===== src/rtl/adc_frame_capture.sv =====
// adc_frame_capture: drops ADC pipeline-latency samples after enable, then streams framed bursts with per-frame OTR qualification
module adc_frame_capture #(
   parameter int DW = 14,
   parameter int SETTLE = 4,
   parameter int SAMP_NUM = 200,
   parameter int OTR_LIMIT = 1,
   parameter int FMT = 1,
   localparam int CW = $clog2(SAMP_NUM + 1)
) (
   input  logic          CLK,
   input  logic          RST,
   input  logic          Enable,
   input  logic          OTR,
   input  logic [DW-1:0] DataIn,
   output logic [DW-1:0] DataOut,
   output logic          DataValid,
   output logic          FrameStart,
   output logic          FrameLast,
   output logic          OverFlow,
   output logic [CW-1:0] OtrCnt,
   output logic          Abort
);
   localparam int SW = $clog2(SETTLE + 2);

   typedef enum logic [1:0] {S_IDLE, S_SETTLE, S_CAPTURE} state_t;

   state_t        state_q, state_d;
   logic [SW-1:0] set_q, set_d;
   logic [CW-1:0] idx_q, idx_d, cnt_q, cnt_d, otrcnt_q, otrcnt_d, cnt_nx;
   logic [DW-1:0] data_q, data_d;
   logic          valid_q, valid_d, start_q, start_d, last_q, last_d;
   logic          ovf_q, ovf_d, abort_q, abort_d;

   // next-state and output decode; the running OTR count restarts on sample 0
   always_comb begin
      state_d = state_q;
      set_d = set_q;
      idx_d = idx_q;
      cnt_d = cnt_q;
      data_d = data_q;
      valid_d = 1'b0;
      start_d = 1'b0;
      last_d = 1'b0;
      ovf_d = ovf_q;
      otrcnt_d = otrcnt_q;
      abort_d = 1'b0;
      cnt_nx = (idx_q == '0 ? '0 : cnt_q) + CW'(OTR);
      case (state_q)
         S_IDLE: begin
            if (Enable) begin
               state_d = (SETTLE == 0) ? S_CAPTURE : S_SETTLE;
               set_d = '0;
               idx_d = '0;
            end
         end
         S_SETTLE: begin
            if (!Enable) state_d = S_IDLE;
            else if (set_q == SW'(SETTLE - 1)) begin
               state_d = S_CAPTURE;
               idx_d = '0;
            end else set_d = set_q + SW'(1);
         end
         S_CAPTURE: begin
            if (!Enable) begin
               state_d = S_IDLE;
               abort_d = (idx_q != '0);
               idx_d = '0;
            end else begin
               data_d = (FMT != 0) ? {~DataIn[DW-1], DataIn[DW-2:0]} : DataIn;
               valid_d = 1'b1;
               start_d = (idx_q == '0);
               last_d = (idx_q == CW'(SAMP_NUM - 1));
               idx_d = last_d ? '0 : idx_q + CW'(1);
               cnt_d = cnt_nx;
               if (last_d) begin
                  otrcnt_d = cnt_nx;
                  ovf_d = (cnt_nx >= CW'(OTR_LIMIT));
               end
            end
         end
         default: state_d = S_IDLE;
      endcase
   end

   // state and registered outputs, cleared asynchronously
   always_ff @(posedge CLK or posedge RST) begin
      if (RST) begin
         state_q <= S_IDLE;
         set_q <= '0;
         idx_q <= '0;
         cnt_q <= '0;
         data_q <= '0;
         valid_q <= 1'b0;
         start_q <= 1'b0;
         last_q <= 1'b0;
         ovf_q <= 1'b0;
         otrcnt_q <= '0;
         abort_q <= 1'b0;
      end else begin
         state_q <= state_d;
         set_q <= set_d;
         idx_q <= idx_d;
         cnt_q <= cnt_d;
         data_q <= data_d;
         valid_q <= valid_d;
         start_q <= start_d;
         last_q <= last_d;
         ovf_q <= ovf_d;
         otrcnt_q <= otrcnt_d;
         abort_q <= abort_d;
      end
   end

   assign DataOut = data_q;
   assign DataValid = valid_q;
   assign FrameStart = start_q;
   assign FrameLast = last_q;
   assign OverFlow = ovf_q;
   assign OtrCnt = otrcnt_q;
   assign Abort = abort_q;
endmodule


===== config.mk =====
export PLATFORM = sky130hd
export DESIGN_NAME = adc_frame_capture
export DESIGN_NICKNAME = d
export VERILOG_FILES = /design/src/rtl/adc_frame_capture.sv
export SDC_FILE = /design/constraint.sdc
export NUM_CORES = 1
export LEC_CHECK = 0
export CORE_ASPECT_RATIO = 1.4
export CORE_MARGIN = 2
export CORE_UTILIZATION = 40
export CTS_CLUSTER_SIZE = 28
export DETAILED_ROUTE_END_ITERATION = 8
export GPL_ROUTABILITY_DRIVEN = 0
export RECOVER_POWER = 25
export REMOVE_ABC_BUFFERS = 1
export SLEW_MARGIN = 25
export SYNTH_ARGS = -nofsm -noshare
export SYNTH_HDL_FRONTEND = slang
export SYNTH_SLANG_ARGS = --single-unit

===== constraint.sdc =====
create_clock -name CLK -period 3.2 [get_ports CLK]
set_input_delay 0.32 -clock CLK [delete_from_list [all_inputs] [get_ports CLK]]
set_output_delay 0.32 -clock CLK [all_outputs]
set_load 0.03 [all_outputs]

# After elaboration in Yosys (flattened, before gate mapping)
# Cells that the tools add are included.
op_classes:
  n_mux: 24
  add_sub_neg: 3
  n_reduce_logical: 10
  eq_ne: 10
  n_bitwise: 1
  magnitude_cmp: 1
ops:
  columns: ["operator", "count"]
  rows:
  - ["8-bit two-way mux", 6]
  - ["8-bit one-hot mux with 3 select lines", 1]
  - ["2-bit inequality test (second input constant)", 5]
  - ["3-bit two-way mux", 3]
  - ["8-bit by 1-bit adder with 8-bit output", 1]
  - ["8-bit by 1-bit adder with 8-bit output (second input constant)", 1]
  - ["8-bit == test (second input constant)", 1]
  - ["8-bit by 1-bit >= comparator with 1-bit output (second input constant)", 1]
  - ["8-bit logical NOT", 1]
  - ["1-bit two-way mux", 8]
  - ["2-bit two-way mux", 4]
  - ["4-bit AND reduction", 2]
  - ["8-bit nonzero test", 1]
  - ["2-bit one-hot mux with 3 select lines", 1]
  - ["3-bit one-hot mux with 2 select lines", 1]
  - ["3-bit AND reduction", 2]
  - ["3-bit by 1-bit adder with 3-bit output (second input constant)", 1]
  - ["3-bit by 2-bit == test with 1-bit output (second input constant)", 1]
  - ["3-bit inequality test (second input constant)", 1]
  - ["3-bit nonzero test", 1]
  - ["2-bit by 1-bit == test with 1-bit output (second input constant)", 1]
  - ["2-bit == test (second input constant)", 1]
  - ["2-bit logical NOT", 1]
  - ["2-bit AND reduction", 1]
  - ["2 further kinds", 2]
word_totals:
  out_inout_bits: 27
  elab_cells: 60
  ff_bits: 48
  input_bits: 18

# Logic depth before layout (Yosys ltp)
# Gate-level depths: netlist of the first run.
depth:
  ltp_word: 4
  ltp_mapped: 11
  depth_no_buf: 11

# Worst setup path after synthesis of the first run
# Ideal clock, no wire load.
synth_timing:
  kind: "register to register"
  from: "register idx_q[0]"
  to: "register ovf_q (netlist: OverFlow)"
  n_path_buf: 0
  arrival_ns: 2.279
  setup_slack_ns: 0.795
  path_stages_with_launch: 12
  path_cell_list: "dfrtp_1 inv_1 ha_1 nor4b_1 nand2_1 and2_1 ha_1 ha_1 inv_1 nand3_1 o311a_1 o32a_1"
synth_between:
  elab_chain_cells: 4
  elab_cells_between_ends: 6
synth_lines:
  columns: ["item", "line_no", "source"]
  rows:
  - ["start, declared", "29", "logic [CW-1:0] idx_q, idx_d, cnt_q, cnt_d, otrcnt_q, otrcnt_d, cnt_nx;"]
  - ["start signal, assigned", "102", "idx_q <= idx_d;"]
  - ["8-bit logical NOT", "47", "cnt_nx = (idx_q == '0 ? '0 : cnt_q) + CW'(OTR);"]
  - ["8-bit two-way mux", "47", null]
  - ["8-bit by 1-bit adder with 8-bit output", "47", null]
  - ["8-bit by 1-bit >= comparator with 1-bit output", "77", "ovf_d = (cnt_nx >= CW'(OTR_LIMIT));"]
  - ["end signal, assigned", "108", "ovf_q <= ovf_d;"]
  - ["end, declared", "32", "logic ovf_q, ovf_d, abort_q, abort_d;"]
# Several ways; a longest one is shown, not always the timed one.
# A chain may end at the register's enable or synchronous reset.

# Final worst setup path of the first run
# Same ends and word-level chain as after synthesis.

==> results of run 1 <==
==> worst max-delay path: cells and delay by family, from the launching register on <==
family,cells,cell delay [ps]
and+or+nand+nor,4,780
adders and majority gates,3,680
AOI/OAI and AO/OA,2,490
DFF,1,420
buffers and inverters,2,180
==> per-layer routing <==
metal / part of all wire / wire length (µm) / global-route usage
met2: 0.52 / 2550 / 0.302
met1: 0.42 / 2050 / 0.203
met4: 0.016 / 79 / 0.0578
met5: 0 / 0 / 0
met3: 0.036 / 173 / 0.0445
==> state kept, by name, indices dropped and copies added, names as in the netlist <==
signal,flops
DataOut,14
Abort,1
FrameStart,1
state_q,2
DataValid,1
OverFlow,1
set_q,3
OtrCnt,8
idx_q,8
FrameLast,1
cnt_q,8
==> power groups by stage <==
| stage | sequential, W | clock (W) | combinational (W) |
|---|---|---|---|
| 2_1_floorplan | 0.000956 | 0 | 0.000134 |
| 3_3_place_gp | 0.000787 | 0 | 0.000540 |
| 3_5_place_dp | 0.000789 | 0 | 0.000546 |
| 4_1_cts | 0.000779 | 0.000446 | 0.000548 |
| 5_1_grt | 0.000793 | 0.000472 | 0.000591 |
| 6_report | 0.000776 | 0.000437 | 0.000538 |
==> final cells by class <==
class,instances,area share
well taps,68,0.0294
repair buffers,47,0.160
inverters,11,0.0152
multi-input cells,173,0.342
clock inverters,2,0.0121
clock buffers,6,0.0251
flip-flops and latches,48,0.416
==> metrics by stage <==
stage          setup WS (ps)  cells  utilization  instance area (µm²)
2_1_floorplan            795    232            -                 2230
3_3_place_gp             589    347        0.507                 2780
3_5_place_dp             524    347        0.507                 2780
4_1_cts                  499    355        0.526                 2890
5_1_grt                  210    355        0.527                 2890
6_report                 536    355        0.527                 2890
==> worst min path at each step <==
stage	endpoint	slack, ps
after floorplan	Abort	390
after global placement	DataOut[0]	460
after detailed placement	DataOut[10]	460
after CTS	DataOut[10]	480
after global routing	DataOut[0]	510
final	DataOut[0]	480
==> cell families after synthesis <==
group                    Yosys count  synth area share
adder cells (fa/ha/maj)            6            0.0330
AND/OR/NAND/NOR                  109             0.222
XOR/XNOR                           7            0.0269
flip-flops                        48             0.528
multiplexers                       4            0.0192
buffers and inverters             21            0.0379
AO/OA/AOI/OAI                     47             0.133
==> cell usage in the layout (no fill, tap or decap), types with 3 or more instances in the layout <==
cell,n
a21oi_1,8
a22o_1,4
and2_1,3
buf_4,3
clkbuf_8,5
clkdlybuf4s50_1,43
dfrtp_1,48
ha_1,6
inv_1,9
mux2_2,3
nand2_1,65
nand3_1,6
nand4_1,4
nor2_1,11
nor3_1,3
o21ai_0,17
o31ai_1,6
or3_1,5
xnor2_1,5
==> impl_metrics.json, run 1 <==
{
  "drt-total-wl_um": 4850,
  "cts_setup_buffers": 0,
  "multi_input_area_um2": 988,
  "r2r_cells": 11,
  "ant_nets": 0,
  "endpoint": "OverFlow",
  "syn_area_per_cell_um2": 9.40,
  "post-dp-hpwl_um": 3480,
  "antenna_found_initial": 0,
  "rrSetupSlack_ps": 540,
  "cell_internal_pwr_w": 0.00117,
  "nets": 310,
  "maxCapViolations": 1,
  "syn_to_final_growth_pct": 26.9,
  "p_per_area_mw_per_mm2": 606,
  "die_w_um": 67.8,
  "rsz0062_at_grt": "false",
  "end_kind": "flip-flop",
  "fin_skew_ps": 5.24,
  "grt_pass1_vias": 1817,
  "drc_errors": 0,
  "synth_cell_types": 41,
  "root_buffer": "clkbuf_8",
  "combPwrFrac": 0.307,
  "relSlewSlack": -0.397,
  "cts_made_buffers": 5,
  "finalHoldViolations": 0,
  "diodes": 0,
  "regArea_mm2": 0.00120,
  "ys_warn_count": 0,
  "cp_cell_sequence": "inv_1 > ha_1 > nor4b_1 > nand2_1 > and2_1 > ha_1 > ha_1 > inv_1 > nand3_1 > o311a_1 > o32a_1",
  "cts_tree": "done",
  "ctsHtreeMaxLevel": 2,
  "reg2reg_from": "idx_q[0]",
  "leakage_nw": 1.33,
  "cp-start-kind": "flip-flop",
  "switching_share": 0.330,
  "clk_pin_slew_ps": 90,
  "slew_violations": 49,
  "critical-path-slowest-cell": "dfrtp_1",
  "cts_resized": 0,
  "whs_path_depth": 2,
  "timing.final.crit_share": 0.833,
  "yosysSeqAreaShare": 0.528,
  "routedWlPerCell_um": 13.7,
  "post_synth_most_frequent_cells": "65 x nand2_1, 48 x dfrtp_1, 17 x o21ai_0",
  "clkPwrFrac": 0.249,
  "drt_iter0_markers": 103,
  "start_util": 0.415,
  "hold_ws_ps": 478,
  "fp-row-count": 32,
  "coreArea_mm2": 0.00549,
  "ys_ff_latch": 48,
  "worstPathArrival_ps": 2850,
  "power.switching_w": 0.000578,
  "postCtsHoldBufs": 0,
  "critPathMaxFanout": 7,
  "overflow": 0,
  "synth-edff-count": 0,
  "vias": 1848,
  "path_class": "flip-flop to flip-flop",
  "syn_area_mm2": 0.00228,
  "grt_max_degree": 49,
  "synthFlopType": "dfrtp_1",
  "hold_start": "DataOut[0]",
  "avgViaCountPerCell": 5.21,
  "clockBufferDepth": 2,
  "finalSetupViolations": 0,
  "yosysMostFrequentCell": "nand2_1",
  "max_freq_ghz": 0.375,
  "synth.area.top_cells": "dfrtp_1 53%, nand2_1 11%, o21ai_0 3.7%",
  "die_y_um": 93.3,
  "ys_async_sr_fraction": 1.00,
  "syn_inst": 242,
  "cpMostUsedCell": "ha_1",
  "synth.top_cell.area_share": 0.528,
  "max_stage_delay_ps": 420,
  "violations": "capacitance limit, slew limit",
  "r2r_end": "OverFlow",
  "fillCellCount": 497,
  "critPathRequiredTime_ps": 3390,
  "io_buffers": 44,
  "cts_sinks": 48,
  "startpoint": "idx_q[0]",
  "tns_ps": 0,
  "die_area_mm2": 0.00632,
  "grt.total_usage": 0.174,
  "drive_gt1_frac": 0.0662,
  "seqPwrFrac": 0.443,
  "min_path_type": "flip-flop to flip-flop",
  "drtPass1Iterations": 4,
  "worst_pin_slew_ps": 2080,
  "grt_pass1_wl_um": 8290,
  "yosys.area.top_type": "dfrtp_1",
  "clkLatencyLatePin_ps": 300,
  "finalPower_w": 0.00175,
  "period_needed_ps": 2660,
  "pin_count": 45,
  "status": "finished, violations left",
  "irDropWorstVdd_mv": 0.520
}
Power figures use the tool's default switching activity.
==> inputs of run 2 (changes only) <==
==> constraint.sdc (replaced) <==
create_clock -name CLK -period 2.5 [get_ports CLK]
set_input_delay 0.25 -clock CLK [delete_from_list [all_inputs] [get_ports CLK]]
set_output_delay 0.25 -clock CLK [all_outputs]
set_load 0.03 [all_outputs]
==> run 2 against run 1 <==
The run now ends clean; global-route usage increased by 0.64 points; sequential share of layout area shrank 1.4 points; sequential cell count did not move; first-iteration DRC count is 5.8% higher; worst hold slack got worse by 5.3 ps; largest power group unchanged; critical path depth decreased by 5; via count rose by 1.8%; non-clock buffer count grew 11; die area unchanged; setup slack worse by 320 ps; register-to-register slack worse by 320 ps.
==> impl_metrics.json, run 2 (synthesis results as in run 1) <==
{
  "status": "finished clean",
  "min_path_type": "input port to flip-flop",
  "max_stage_delay_ps": 570,
  "rrSetupSlack_ps": 210,
  "overflow": 0,
  "diodes": 0,
  "clk_pin_slew_ps": 80,
  "drive_gt1_frac": 0.107,
  "die_area_mm2": 0.00632,
  "max_freq_ghz": 0.437,
  "combPwrFrac": 0.323,
  "whs_path_depth": 3,
  "pin_count": 45,
  "irDropWorstVdd_mv": 0.475,
  "die_w_um": 67.8,
  "drc_errors": 0,
  "cts_tree": "done",
  "postCtsHoldBufs": 0,
  "cp-start-kind": "flip-flop",
  "cell_internal_pwr_w": 0.00144,
  "p_per_area_mw_per_mm2": 726,
  "clkLatencyLatePin_ps": 300,
  "cp.depth": 6,
  "r2r_cells": 6,
  "fin_skew_ps": 7.09,
  "root_buffer": "clkbuf_8",
  "grt_pass1_wl_um": 8710,
  "layout_common_cells": "65 x nand2_1, 48 x dfrtp_1, 43 x clkdlybuf4s50_1, 17 x o21ai_0, 13 x buf_4",
  "maxCapViolations": 0,
  "critical-path-slowest-cell": "or4b_1",
  "clockBufferDepth": 2,
  "antenna_found_initial": 0,
  "timing.final.crit_share": 0.915,
  "nets": 321,
  "regArea_mm2": 0.00120,
  "drt-total-wl_um": 5090,
  "die_y_um": 93.3,
  "finalSetupViolations": 0,
  "period_needed_ps": 2290,
  "syn_to_final_growth_pct": 31.3,
  "end_kind": "flip-flop",
  "rsz0062_at_grt": "false",
  "leakage_nw": 1.39,
  "crit_buf_inv": 2,
  "finalHoldViolations": 0,
  "worst_pin_slew_ps": 915,
  "worstPathArrival_ps": 2470,
  "coreArea_mm2": 0.00549,
  "routedWlPerCell_um": 13.9,
  "seqPwrFrac": 0.457,
  "setup_slack_ps": 213,
  "multi_input_area_mm2": 0.00102,
  "largest_reg_flops": 14,
  "r2r_end": "cnt_q[5]",
  "start_util": 0.415,
  "fillCellCount": 520,
  "grt_max_degree": 26,
  "critPathMaxFanout": 8,
  "cpLargestDelayFamily": "simple AND/OR/NAND/NOR gates",
  "reg2reg_from": "idx_q[6]",
  "ant_nets": 0,
  "drtPass1Iterations": 4,
  "power.switching_w": 0.000730,
  "switching_share": 0.337,
  "ctsHtreeMaxLevel": 2,
  "min_to": "DataOut[4]",
  "post-dp-hpwl_um": 3730,
  "io_buffers": 44,
  "cts_made_buffers": 5,
  "placed_cell_area_mm2": 0.00286,
  "fin_area_mm2": 0.00299,
  "hold_start": "DataIn[4]",
  "tns_ps": 0,
  "grt.total_usage": 0.180,
  "avgViaCountPerCell": 5.14,
  "grt_pass1_vias": 1893,
  "critPathRequiredTime_ps": 2690,
  "cts_sinks": 48,
  "drt_iter0_markers": 109,
  "slew_violations": 0,
  "vias": 1882,
  "fp-row-count": 32,
  "cp_cell_sequence": "buf_4 > or4b_1 > nor2_1 > buf_4 > o21ai_0 > a22o_1",
  "path_class": "flip-flop to flip-flop",
  "final_common_cell": "nand2_1",
  "clkPwrFrac": 0.219,
  "relSlewSlack": 0.389,
  "dp_worst_setup_slack_ps": 44.9,
  "cpMostUsedCell": "buf_4"
}
[run 2: cell types whose count changed in the layout (fill, tap and decap cells not counted), sizes merged]
cell and delta:
buf +10, bufinv -1, clkbuf +2, clkinv -1, inv +1
[run 2: repair_timing]
item,4_1_cts,5_1_grt
gates resized for setup,0,6
endpoints found under the setup margin,0,4
setup buffers,0,0
[run 2: worst register-to-register path, cell delays in order (launching register included)]
cell and delay, ps:
dfrtp_1 420, buf_4 160, or4b_1 570, nor2_1 430, buf_4 250, o21ai_0 100, a22o_1 260
[run 2: how the worst max path moves through the flow]
stage,from,to,slack (ps)
finish,idx_q[6],cnt_q[5],210
global route,idx_q[0],OverFlow,40
CTS,idx_q[0],OverFlow,20
detailed placement,idx_q[0],OverFlow,40
global placement,idx_q[0],OverFlow,90
floorplan,idx_q[0],OverFlow,90
[run 2: stage by stage]
stage / std cells / total power, W / hold WS (ps) / util
floorplan: 232 / 0.00140 / 323 / -
global placement: 358 / 0.00171 / 457 / 0.522
detailed placement: 358 / 0.00172 / 461 / 0.522
CTS: 366 / 0.00220 / 309 / 0.539
global route: 366 / 0.00230 / 478 / 0.545
finish: 366 / 0.00217 / 472 / 0.545
[run 2: area by class of cell]
class / instances / share of cell area
tap: 68 / 0.0285
multi-input combinational: 173 / 0.343
clock inverter: 1 / 0.00251
timing repair buffer: 58 / 0.181
sequential: 48 / 0.402
clock buffer: 7 / 0.0289
inverter: 11 / 0.0142
[run 2: power by group through the flow]
stage               clock [W]  combinational (W)  sequential, W
floorplan                   0           0.000172        0.00122
global placement            0           0.000705        0.00101
detailed placement          0           0.000709        0.00101
CTS                  0.000495           0.000712       0.000995
global route         0.000528           0.000760        0.00102
finish               0.000476           0.000701       0.000992
[run 2: metal layers]
metal | part of all wire | vias up | routed length, µm | global-route usage
met4 | 0.021 | 0 | 106 | 0.0697
li1 | - | 940 | - | -
met2 | 0.54 | 35 | 2730 | 0.315
met5 | 0 | - | 0 | 0
met1 | 0.41 | 897 | 2070 | 0.208
met3 | 0.037 | 10 | 188 | 0.0397
